$ cat src/rtl/sa_pkg.sv
// Shared types and default widths for the systolic-array tile scheduler.
package sa_pkg;

    localparam int unsigned SA_R  = 4;
    localparam int unsigned SA_C  = 8;
    localparam int unsigned SA_WX = 4;
    localparam int unsigned SA_WK = 8;
    localparam int unsigned SA_AW = 16;
    localparam int unsigned SA_KW = 12;
    localparam int unsigned SA_TW = 8;

    typedef enum logic [1:0] {
        IDLE,
        RUN,
        DRAIN,
        DONE
    } sa_state_e;

    // One beat as it travels through the skid FIFO; packing order matches the
    // {last, x, k} payload built by the scheduler.
    typedef struct packed {
        logic                      last;
        logic [SA_R*SA_WX-1:0]     x;
        logic [SA_C*SA_WK-1:0]     k;
    } sa_beat_t;

endpackage

$ cat src/rtl/sa_skid2.sv
// Two-entry synchronous FIFO; the head entry is presented combinationally.
module sa_skid2 #(
    parameter int unsigned W = 8
) (
    input  logic         clk,
    input  logic         rstn,
    input  logic         push,
    input  logic [W-1:0] din,
    input  logic         pop,
    output logic [W-1:0] dout,
    output logic         valid,
    output logic [1:0]   occ
);

    logic [W-1:0] mem [2];
    logic         wr_ptr;
    logic         rd_ptr;
    logic         do_pop;
    logic         do_push;

    assign do_pop  = pop && (occ != 2'd0);
    assign do_push = push && ((occ != 2'd2) || do_pop);
    assign dout    = mem[rd_ptr];
    assign valid   = (occ != 2'd0);

    // Storage, pointers and occupancy.
    always_ff @(posedge clk) begin
        if (!rstn) begin
            mem[0] <= '0;
            mem[1] <= '0;
            wr_ptr <= 1'b0;
            rd_ptr <= 1'b0;
            occ    <= 2'd0;
        end else begin
            if (do_push) begin
                mem[wr_ptr] <= din;
                wr_ptr      <= !wr_ptr;
            end
            if (do_pop) begin
                rd_ptr <= !rd_ptr;
            end
            occ <= occ + 2'(do_push) - 2'(do_pop);
        end
    end

endmodule

$ cat src/rtl/sa_tile_sched.sv
// Tile scheduler: walks mt/nt/k over the X and K operand buffers, streams each
// tile to the systolic array as one packet and waits for all output tiles.
// Optional performance counters are enabled with `define SA_SCHED_PERF_EN.
module sa_tile_sched
    import sa_pkg::*;
#(
    parameter int unsigned R  = SA_R,
    parameter int unsigned C  = SA_C,
    parameter int unsigned WX = SA_WX,
    parameter int unsigned WK = SA_WK,
    parameter int unsigned AW = SA_AW,
    parameter int unsigned KW = SA_KW,
    parameter int unsigned TW = SA_TW
) (
    input  logic            clk,
    input  logic            rstn,
    input  logic            cmd_valid,
    output logic            cmd_ready,
    input  logic [KW-1:0]   cmd_k,
    input  logic [TW-1:0]   cmd_mt,
    input  logic [TW-1:0]   cmd_nt,
    input  logic [AW-1:0]   cmd_xbase,
    input  logic [AW-1:0]   cmd_kbase,
    output logic            x_rd_en,
    output logic [AW-1:0]   x_addr,
    input  logic [R*WX-1:0] x_rdata,
    output logic            k_rd_en,
    output logic [AW-1:0]   k_addr,
    input  logic [C*WK-1:0] k_rdata,
    output logic            s_valid,
    input  logic            s_ready,
    output logic            s_last,
    output logic [R*WX-1:0] sx_data,
    output logic [C*WK-1:0] sk_data,
    input  logic            m_valid,
    input  logic            m_ready,
    input  logic            m_last,
    output logic            busy,
    output logic            done
`ifdef SA_SCHED_PERF_EN
    ,
    output logic [31:0]     perf_cycles,
    output logic [31:0]     perf_stall,
    output logic [31:0]     perf_starve
`endif
);

    localparam int unsigned XW  = R * WX;
    localparam int unsigned KDW = C * WK;
    localparam int unsigned BW  = 1 + XW + KDW;
    localparam int unsigned NW  = 2 * TW;

    sa_state_e       state, state_nxt;
    logic [KW-1:0]   k_max, k_cnt;
    logic [TW-1:0]   mt_max, nt_max, mt_cnt, nt_cnt;
    logic [AW-1:0]   kbase, x_row_base, k_col_base, stride;
    logic [NW-1:0]   total_tiles, tiles_out;
    logic            inflight, inflight_last;
    logic            k_end, nt_end, mt_end;
    logic            accept, pop, issue_ok;
    logic [2:0]      pend_lhs, pend_rhs;
    logic [1:0]      occ;
    logic [BW-1:0]   head;

    assign stride   = AW'(k_max) + AW'(1);
    assign k_end    = (k_cnt == k_max);
    assign nt_end   = (nt_cnt == nt_max);
    assign mt_end   = (mt_cnt == mt_max);
    assign accept   = (state == IDLE) && cmd_valid;
    assign pop      = s_valid && s_ready;
    // occ + inflight - pop < 2, rearranged to stay non-negative.
    assign pend_lhs = 3'(occ) + 3'(inflight);
    assign pend_rhs = 3'd2 + 3'(pop);
    assign issue_ok = (pend_lhs < pend_rhs);
    assign k_rd_en  = x_rd_en;

    // State register.
    always_ff @(posedge clk) begin
        if (!rstn) state <= IDLE;
        else       state <= state_nxt;
    end

    // Next-state and control outputs.
    always_comb begin
        state_nxt = state;
        cmd_ready = 1'b0;
        busy      = 1'b0;
        done      = 1'b0;
        x_rd_en   = 1'b0;
        case (state)
            IDLE: begin
                cmd_ready = 1'b1;
                if (cmd_valid) state_nxt = RUN;
            end
            RUN: begin
                busy    = 1'b1;
                x_rd_en = issue_ok;
                if (issue_ok && k_end && nt_end && mt_end) state_nxt = DRAIN;
            end
            DRAIN: begin
                busy = 1'b1;
                if ((occ == 2'd0) && !inflight && (tiles_out == total_tiles))
                    state_nxt = DONE;
            end
            DONE: begin
                done      = 1'b1;
                state_nxt = IDLE;
            end
            default: state_nxt = IDLE;
        endcase
    end

    // Command latch and address walk; running bases replace mt*(K+1) and nt*(K+1).
    always_ff @(posedge clk) begin
        if (!rstn) begin
            k_max       <= '0;
            mt_max      <= '0;
            nt_max      <= '0;
            kbase       <= '0;
            total_tiles <= '0;
            k_cnt       <= '0;
            mt_cnt      <= '0;
            nt_cnt      <= '0;
            x_row_base  <= '0;
            k_col_base  <= '0;
            x_addr      <= '0;
            k_addr      <= '0;
        end else if (accept) begin
            k_max       <= cmd_k;
            mt_max      <= cmd_mt;
            nt_max      <= cmd_nt;
            kbase       <= cmd_kbase;
            total_tiles <= (NW'(cmd_mt) + NW'(1)) * (NW'(cmd_nt) + NW'(1));
            k_cnt       <= '0;
            mt_cnt      <= '0;
            nt_cnt      <= '0;
            x_row_base  <= cmd_xbase;
            k_col_base  <= cmd_kbase;
            x_addr      <= cmd_xbase;
            k_addr      <= cmd_kbase;
        end else if (x_rd_en) begin
            if (!k_end) begin
                k_cnt  <= k_cnt + KW'(1);
                x_addr <= x_addr + AW'(1);
                k_addr <= k_addr + AW'(1);
            end else begin
                k_cnt <= '0;
                if (!nt_end) begin
                    nt_cnt     <= nt_cnt + TW'(1);
                    k_col_base <= k_col_base + stride;
                    k_addr     <= k_col_base + stride;
                    x_addr     <= x_row_base;
                end else begin
                    nt_cnt     <= '0;
                    mt_cnt     <= mt_cnt + TW'(1);
                    x_row_base <= x_row_base + stride;
                    x_addr     <= x_row_base + stride;
                    k_col_base <= kbase;
                    k_addr     <= kbase;
                end
            end
        end
    end

    // Track the read in flight and its last-beat tag.
    always_ff @(posedge clk) begin
        if (!rstn) begin
            inflight      <= 1'b0;
            inflight_last <= 1'b0;
        end else begin
            inflight      <= x_rd_en;
            inflight_last <= x_rd_en && k_end;
        end
    end

    // Count output tiles leaving the array.
    always_ff @(posedge clk) begin
        if (!rstn)                                        tiles_out <= '0;
        else if (accept)                                  tiles_out <= '0;
        else if (busy && m_valid && m_ready && m_last)    tiles_out <= tiles_out + NW'(1);
    end

    sa_skid2 #(.W(BW)) u_skid (
        .clk   (clk),
        .rstn  (rstn),
        .push  (inflight),
        .din   ({inflight_last, x_rdata, k_rdata}),
        .pop   (pop),
        .dout  (head),
        .valid (s_valid),
        .occ   (occ)
    );

    assign s_last  = head[BW-1];
    assign sx_data = head[BW-2 -: XW];
    assign sk_data = head[KDW-1:0];

`ifdef SA_SCHED_PERF_EN
    // Saturating performance counters, cleared on command accept.
    always_ff @(posedge clk) begin
        if (!rstn || accept) begin
            perf_cycles <= '0;
            perf_stall  <= '0;
            perf_starve <= '0;
        end else begin
            if (busy && (perf_cycles != '1))                 perf_cycles <= perf_cycles + 32'd1;
            if (s_valid && !s_ready && (perf_stall != '1))   perf_stall  <= perf_stall + 32'd1;
            if ((state == RUN) && !s_valid && (perf_starve != '1))
                perf_starve <= perf_starve + 32'd1;
        end
    end
`endif

endmodule

$ cat config.mk
export PLATFORM = sky130hd
export DESIGN_NAME = sa_tile_sched
export DESIGN_NICKNAME = d
export VERILOG_FILES = /design/src/rtl/sa_pkg.sv /design/src/rtl/sa_skid2.sv /design/src/rtl/sa_tile_sched.sv
export SDC_FILE = /design/constraint.sdc
export NUM_CORES = 1
export LEC_CHECK = 0
export CAP_MARGIN = 20
export CORE_MARGIN = 10
export CORE_UTILIZATION = 50
export CTS_CLUSTER_SIZE = 25
export DETAILED_ROUTE_END_ITERATION = 8
export DONT_BUFFER_PORTS = 1
export GPL_TIMING_DRIVEN = 1
export PLACE_DENSITY = 0.7
export SLEW_MARGIN = 30
export SYNTH_ARGS = -nofsm -noshare
export SYNTH_HDL_FRONTEND = slang
export SYNTH_SLANG_ARGS = --single-unit
$ cat constraint.sdc
create_clock -name clk -period 11.05 [get_ports clk]
set_clock_uncertainty 0.15 [all_clocks]
set_input_delay 2.21 -clock clk [delete_from_list [all_inputs] [get_ports clk]]
set_output_delay 2.21 -clock clk [all_outputs]
set_load 0.005 [all_outputs]
[After elaboration in Yosys (flattened, before gate mapping)]
Memory sizes are Yosys's and may differ from the RTL's. A register that Yosys moved wholly into a read port is not among the register bits.
Cells that the tools add are included.
Word-level totals
  register bits after elaboration: 176
  bits in writable memories: 162
  bits of input ports: 147
  memories kept: 1
Cells by class
  $mul: 1
  bitwise gates (word level): 1
  reductions and logical operators: 29
  multiplexer cells: 33
  $lt $le $gt $ge: 1
  eq/ne operators: 11
  $add $sub $neg: 15
Memory list
  u_skid.mem: depth 2, width 81, rd ports 1, clocked after memory_dff 1, wr ports 2, line sa_skid2.sv:15  | logic [W-1:0] mem [2];
Operator list (number)
  $mux W16: 14
  $mux W81: 1
  $reduce_or A81 Y1: 1
  $add A16 B1 Y16 const B: 3
  $add A16 B13 Y16: 2
  $add A8 B1 Y9 const B: 2
  $add A8 B1 Y8 const B: 2
  $eq A16 B16 Y1: 1
  $eq A8 B8 Y1: 2
  $mul A9 B9 Y16: 1
  $add A12 B1 Y13 const B: 1
  $logic_and A1 B1 Y1: 13
  $add A12 B1 Y12 const B: 1
  $eq A12 B12 Y1: 1
  $mux W1: 12
  $mux W12: 1
  $mux W8: 1
  $ne A2 B2 Y1 const B: 4
  $pmux W2 S4: 1
  $mux W2: 3
  $reduce_and A3 Y1: 2
  $reduce_bool A2 Y1: 3
  $eq A2 B2 Y1 const B: 2
  $logic_not A2 Y1: 2
  11 further kinds: 15

[Longest topological paths before layout]
Gate-level depths: netlist (run 1).
  depth after elaboration: 10
  mapped depth: 21
  gate-level depth less buffers: 21

[By module]
A second synthesis (run 1) with hierarchy kept.
Second synthesis, totals
  cells, all modules: 2082
  area, all modules: 20076.8 um2
Modules (own cells, without submodules)
  sa_tile_sched: cells an instance 1625, area an instance 12789.8 um2, times used 1
  sa_skid2: cells an instance 457, area an instance 7287.0 um2, times used 1

[Worst setup path after synthesis (run 1)]
OpenSTA, ideal clock, no wires.
  path kind: input to register
  start: in s_ready
  end: mem u_skid.mem[0][0] (netlist bit) (enable)
  path slack: 2136 ps
  data required time: 10268 ps
  arrival time: 8132 ps
  buffers on the path: 0
  stages: 3
  cell sequence: o31a_1 inv_1 o21ai_0
RTL lines
  start, declared: line sa_tile_sched.sv:31  | input logic s_ready,
  end, declared: line sa_skid2.sv:15

[Final worst setup path (run 1)]
  start: in cmd_nt[5]
  end: reg total_tiles[15]
Between the ends
  longest elaborated chain between the ends: 2
Ends and longest elaborated chain
  start, declared: line sa_tile_sched.sv:21  | input logic [TW-1:0] cmd_nt,
  $add A8 B1 Y9: line sa_tile_sched.sv:133  | total_tiles <= (NW'(cmd_mt) + NW'(1)) * (NW'(cmd_nt) + NW'(1));
  $mul A9 B9 Y16: line sa_tile_sched.sv:133
  end signal, assigned: line sa_tile_sched.sv:133
  end, declared: line sa_tile_sched.sv:57  | logic [NW-1:0] total_tiles, tiles_out;
No other way between the ends.
A chain may end at the register's enable or synchronous reset.

==> impl_metrics.toml, run 1 <==
[logic_synthesis]
syn_area_um2 = 19700
synth_edf_count = 162
synth_warnings = 0
synthFlopType = "dfxtp_1"
async_flop_share_pct = 0
ys_types = 77
syn_nets = 2321
netlist_instances = 2049
ys_seq_area_share_pct = 42.6
ys_seq_elements = 339
synth.avg_cell_area_um2 = 9.63

[setup_path]
cp_max_fo = 9
cp_top_family = "adder cells"
max_stage_delay_ns = 0.57
cp_data_arrival_time_ns = 7.20
start_kind = "input port"
crit_type = "input port to flop"
endpoint_kind = "flop"
critical-path-slowest-cell = "xor2_1"
path_common_cell = "fa_1"
crit_buf_inv = 3
crit_chain = "and4_1 -> nand4_1 -> xor2_1 -> nand2b_1 -> fa_1 -> fa_1 -> inv_1 -> fa_1 -> inv_1 -> fa_1 -> inv_1 -> ha_1 -> o21a_1 -> o21ai_0 -> nor3_1 -> nor4_1 -> a21oi_1 -> xnor2_1 -> a21oi_1"
required_ns = 11.29

[placement]
hpwl_um = 37800
gp_congestion = 0.902
dpl-instance-area_um2 = 20100
port-buffer-count = 0

[timing]
setup_viol = 0
grt_setup_unrepaired = "no"
tightest_slew_ns = 0.930
tns_ns = 0
fin_crit_ns = 6.97
fmax_mhz = 144
post-route-period-util_pct = 63.0
drv_slew = 0
slew_headroom_pct = 37.7
hold_viol_final = 0
whs_ns = 0.299

[floorplanning]
die_area_um2 = 47800
initial_core_util_pct = 50.8
die_w_um = 219
io_pins = 266
fp-row-count = 72
core_area_um2 = 38800
fp.dieH_um = 219

[clock_network]
cts_made_buffers = 38
ctsResizeCount = 0
post_cts_buffers = 0
root_buffer = "clkbuf_16"
cts.path.max_buffers = 3
cts.sinks = 339
htreeDepth = 2
ctsHoldBuffers = 0
cts_tree = "built"
path_clk_slew_ns = 0.06
insertion_delay_ns = 0.55

[finish]
area_growth_pct = 8.04
fin_area_um2 = 21300
drive_above_1_share_pct = 9.51
fill_cells = 3420
layout.nets = 2274

[detailed_routing]
routed_via_density = 5.84
antenna_left = 0
routed_wl_um = 53800
drt_iter0_drc = 1395
dr.pass1.iters = 6
route.detailed.drc = 0
via_count = 14900
routedWlPerCell_um = 21.1

[global_route]
grt_pass1_wl_um = 83000
grt_pass1_vias = 14600
grt_start_max_net_pins = 96
antenna_found_initial = 4
grt_usage_pct = 21.8
grt_overflow = 0

[run_status]
status = "completed"

[pwr]
p_per_area_nw_per_um2 = 223
leakage_nw = 8.45
ir_drop_mv = 0.160

[worst_hold_path]
hp-class = "flop to flop"

[run]
cap_violations = 0
-- placed cells by master, fill, tap and decap left out, types with 9 or more instances in the layout --
| cell | n |
|---|---|
| a31oi_1 | 16 |
| o22ai_1 | 9 |
| a211oi_1 | 22 |
| dfxtp_1 | 176 |
| a21o_1 | 10 |
| inv_1 | 102 |
| o211ai_1 | 15 |
| nand2b_1 | 16 |
| clkbuf_16 | 39 |
| or3_1 | 16 |
| nor3_1 | 29 |
| o21ai_0 | 82 |
| or2_2 | 14 |
| edfxtp_1 | 162 |
| xnor2_1 | 59 |
| nor2_1 | 164 |
| fa_1 | 51 |
| a21oi_1 | 143 |
| o21a_1 | 12 |
| buf_4 | 13 |
| and3_1 | 31 |
| ha_1 | 74 |
| xor2_1 | 81 |
| mux2i_1 | 20 |
| mux2_2 | 85 |
| nand3_1 | 45 |
| o21bai_1 | 11 |
| nand4_1 | 31 |
| nand2_1 | 196 |
| and2_1 | 169 |
-- flip-flops by register name, summed over array words and instances, names as in the netlist, 8 cells and up, named ones only --
register / flops
mt_max: 8
u_skid.mem: 162
k_cnt: 12
mt_cnt: 8
k_max: 12
tiles_out: 16
k_addr: 16
nt_cnt: 8
x_addr: 16
total_tiles: 16
k_col_base: 16
x_row_base: 16
kbase: 16
nt_max: 8
-- cell usage after synthesis, types with 22 or more instances --
| master | count | area [um2] |
|---|---|---|
| ha_1 | 74 | 926 |
| xor2_1 | 81 | 709 |
| a21oi_1 | 143 | 716 |
| nand3_1 | 45 | 225 |
| o21ai_0 | 83 | 415 |
| dfxtp_1 | 177 | 3540 |
| a211oi_1 | 22 | 165 |
| inv_1 | 103 | 387 |
| mux2_2 | 85 | 957 |
| and3_1 | 32 | 200 |
| fa_1 | 51 | 1020 |
| nand2_1 | 197 | 739 |
| nor3_1 | 30 | 150 |
| xnor2_1 | 59 | 517 |
| nand4_1 | 31 | 194 |
| nor2_1 | 164 | 616 |
| edfxtp_1 | 162 | 4860 |
| clkbuf_1 | 72 | 270 |
| and2_1 | 170 | 1060 |
-- tightest hold or removal path: stages (launching register included) --
cell     delay (ns)
dfxtp_1        0.30
nand2_1        0.05
a21oi_1        0.05
-- where the power goes --
group / internal (mW) / switching [mW] / total, mW / leakage (nW)
Combinational: 0.674 / 1.10 / 1.78 / 4.74
Clock: 0.706 / 0.513 / 1.22 / 0.580
Sequential: 1.53 / 0.213 / 1.75 / 3.13
Total: 2.91 / 1.83 / 4.75 / 8.45
-- metal layers --
| layer | GRT usage (%) | wire [um] |
|---|---|---|
| met1 | 27.2 | 22200 |
| met2 | 34.6 | 24300 |
| met3 | 8.23 | 6200 |
| met4 | 6.20 | 1120 |
| met5 | 0 | 13 |
-- logic make-up (layout without fill, tap and decap cells) --
group	count (synthesis)	after routing	share of synthesized area, %
AND/OR/NAND/NOR	750	750	19.2
flip-flops	339	339	42.6
other	0	2	0
multiplexers	105	105	5.87
buffers and inverters	207	187	4.24
adder cells (fa/ha/maj)	125	125	9.87
AO/OA/AOI/OAI	382	382	11.8
XOR/XNOR	141	141	6.33
-- layout make-up --
class | count | area, um2 | area share [%]
Clock buffer | 52 | 1070 | 5.04
Timing Repair Buffer | 17 | 151 | 0.711
Clock inverter | 15 | 115 | 0.540
Inverter | 103 | 388 | 1.82
Antenna cell | 2 | 5.00 | 0.0235
Sequential cell | 339 | 8410 | 39.5
Tap cell | 518 | 648 | 3.04
Multi-Input combinational cell | 1503 | 10500 | 49.3
-- path summary, 6_finish.rpt --
| kind | slack, ns | cells after the start | endpoint | start |
|---|---|---|---|---|
| max | 4.08 | 19 | total_tiles[15]$_SDFFE_PN0P_ | cmd_nt[5] |
| min | 0.30 | 2 | kbase[11]$_SDFFE_PN0P_ | kbase[11]$_SDFFE_PN0P_ |
| max reg2reg | 7.12 | 13 | k_col_base[11]$_SDFFE_PN0P_ | k_max[0]$_SDFFE_PN0P_ |
| min reg2reg | 0.30 | 2 | kbase[11]$_SDFFE_PN0P_ | kbase[11]$_SDFFE_PN0P_ |
-- stage by stage --
| stage | std cells | util [%] | worst slack (ns) | total power, mW |
|---|---|---|---|---|
| after floorplan | 2049 | - | 2.14 | 3.08 |
| after global placement | 2479 | 51.7 | 3.65 | 3.48 |
| after detailed placement | 2480 | 51.8 | 3.57 | 3.53 |
| after CTS | 2547 | 54.9 | 4.15 | 4.77 |
| after global routing | 2548 | 54.9 | 3.79 | 5.05 |
| final | 2549 | 54.9 | 4.08 | 4.75 |
Note: power is estimated with default switching activity, not from simulation.
==> inputs of run 2 (changes only) <==
--- a/config.mk
+++ b/config.mk
@@ -12,7 +12,7 @@
 export DETAILED_ROUTE_END_ITERATION = 8
 export DONT_BUFFER_PORTS = 1
 export GPL_TIMING_DRIVEN = 1
-export PLACE_DENSITY = 0.7
+export PLACE_DENSITY = 0.73
 export SLEW_MARGIN = 30
 export SYNTH_ARGS = -nofsm -noshare
 export SYNTH_HDL_FRONTEND = slang
==> constraint.sdc (replaced) <==
create_clock -name clk -period 6.35 [get_ports clk]
set_clock_uncertainty 0.15 [all_clocks]
set_input_delay 1.27 -clock clk [delete_from_list [all_inputs] [get_ports clk]]
set_output_delay 1.27 -clock clk [all_outputs]
set_load 0.005 [all_outputs]
==> impl_metrics.toml, run 2 (same netlist as run 1, synthesis figures left out) <==
[run_status]
status = "completed"

[timing]
drv_slew = 0
slew_headroom_pct = 37.9
tns_ns = 0
post-route-period-util_pct = 89.2
setup_ws_ns = 0.685
hold_viol_final = 0
grt_setup_unrepaired = "no"
tightest_slew_ns = 0.930
fmax_mhz = 177
fin_crit_ns = 5.67
setup_viol = 0

[clock_network]
cts.path.max_buffers = 3
insertion_delay_ns = 0.56
ctsResizeCount = 0
htreeDepth = 2
cts_made_buffers = 38
cts.sinks = 339
root_buffer = "clkbuf_16"
path_clk_slew_ns = 0.06
ctsHoldBuffers = 0
cts_tree = "built"
post_cts_buffers = 0

[global_route]
grt_pass1_vias = 14900
grt_usage_pct = 22.4
grt_start_max_net_pins = 83
grt_pass1_wl_um = 84500
antenna_found_initial = 4
grt_overflow = 0

[placement]
gp_congestion = 0.935
dp_slack_ns = 0.165
port-buffer-count = 0
hpwl_um = 38900
dp_cells = 2502

[floorplanning]
die_w_um = 219
initial_core_util_pct = 50.8
core_area_um2 = 38800
fp.dieH_um = 219
io_pins = 266
die_area_um2 = 47800
fp-row-count = 72

[setup_path]
cp-startpoint = "cmd_mt[5]"
r2r_slack_ns = 2.51
required_ns = 6.60
rr_worst_depth = 13
crit_type = "input port to flop"
start_kind = "input port"
cp_max_fo = 8
endpoint_kind = "flop"
setup.worst_path.end = "total_tiles[15]$_SDFFE_PN0P_"
reg2reg_from = "k_max[0]$_SDFFE_PN0P_"
reg2reg_to = "k_col_base[11]$_SDFFE_PN0P_"
cp_data_arrival_time_ns = 5.91

[pwr]
pwr-share-comb_pct = 37.7
p_sw_share_pct = 38.6
p_seq_share_pct = 36.0
ir_drop_mv = 0.466
internal_power_mw = 5.19
p_per_area_nw_per_um2 = 392
leakage_nw = 8.60
p_sw_mw = 3.26
p_total_mw = 8.45
clock_power_share_pct = 26.4

[finish]
area_growth_pct = 9.34
layout_commonest_cell = "nand2_1"
multi_input_area_um2 = 10500
layout.nets = 2296
fill_cells = 3377
regArea_um2 = 8410
drive_above_1_share_pct = 10.6
top_register = "u_skid.mem"
mostFrequentLayoutCells = "nand2_1 (196), dfxtp_1 (176), and2_1 (168), nor2_1 (164), edfxtp_1 (162)"
postLayoutCoreUtil_pct = 55.5
largest_reg_flops = 162
stdcell_count = 2574

[detailed_routing]
dr.pass1.iters = 5
routed_wl_um = 55200
route.detailed.drc = 0
via_count = 15100
antenna_left = 0
drt_iter0_drc = 1618
routedWlPerCell_um = 21.4
routed_via_density = 5.87

[worst_hold_path]
hp-class = "flop to flop"

[run]
cap_violations = 0
==> run 2: cell count changes in the layout (fill, tap and decap cells not counted), sizes merged <==
cell / previous run / this run
inv: 105 / 108
buf: 17 / 39
diode: 2 / 3
clkinv: 10 / 12
bufinv: 1 / 4
clkbuf: 52 / 46
==> run 2: routing by layer <==
layer | global-route usage (%) | wire length, um
met1 | 27.3 | 22100
met2 | 35.7 | 25200
met3 | 8.20 | 6470
met4 | 7.59 | 1430
met5 | 0 | 27
==> run 2: how the worst min path moves through the flow <==
stage,start,to,slack (ns),cells after the start
after floorplan,kbase[11]$_SDFFE_PN0P_,kbase[11]$_SDFFE_PN0P_,0.28,2
after global placement,kbase[11]$_SDFFE_PN0P_,kbase[11]$_SDFFE_PN0P_,0.29,2
after detailed placement,kbase[9]$_SDFFE_PN0P_,kbase[9]$_SDFFE_PN0P_,0.30,2
after CTS,kbase[9]$_SDFFE_PN0P_,kbase[9]$_SDFFE_PN0P_,0.31,2
after global routing,kbase[10]$_SDFFE_PN0P_,kbase[10]$_SDFFE_PN0P_,0.32,2
final,kbase[10]$_SDFFE_PN0P_,kbase[10]$_SDFFE_PN0P_,0.31,2
==> run 2: critical path, stage by stage <==
cell and delay, ns:
and4_1 0.23, nand4_1 0.14, xor2_1 0.16, buf_4 0.17
or2_2 0.28, fa_1 0.48, inv_1 0.05, fa_1 0.50
inv_1 0.05, fa_1 0.46, fa_1 0.54, inv_1 0.05
ha_1 0.32, o21ai_0 0.16, o21a_1 0.18, nor3_1 0.06
nor4_1 0.38, a21oi_1 0.15, xnor2_1 0.19, a21oi_1 0.09
==> run 2: layout make-up <==
class	instances	area share (%)
multi-input cells	1503	48.8
flip-flops and latches	339	39.0
clock buffers	46	4.69
well taps	518	3.01
inverters	103	1.79
repair buffers	39	1.60
clock inverters	23	1.11
diodes	3	0.0348
==> run 2: power groups by stage <==
stage | clock network [mW] | logic (mW) | registers (mW)
6_report | 2.23 | 3.18 | 3.04
3_3_place_gp | 0 | 3.04 | 3.09
3_5_place_dp | 0 | 3.14 | 3.08
5_1_grt | 2.36 | 3.53 | 3.09
2_1_floorplan | 0 | 2.42 | 2.92
4_1_cts | 2.27 | 3.17 | 3.03
==> run 2: per-stage QoR <==
stage / instance area (um2) / hold WS [ns]
after floorplan: 19700 / 0.282
after detailed placement: 20300 / 0.297
after global placement: 20300 / 0.290
after CTS: 21600 / 0.305
final: 21600 / 0.306
after global routing: 21600 / 0.318
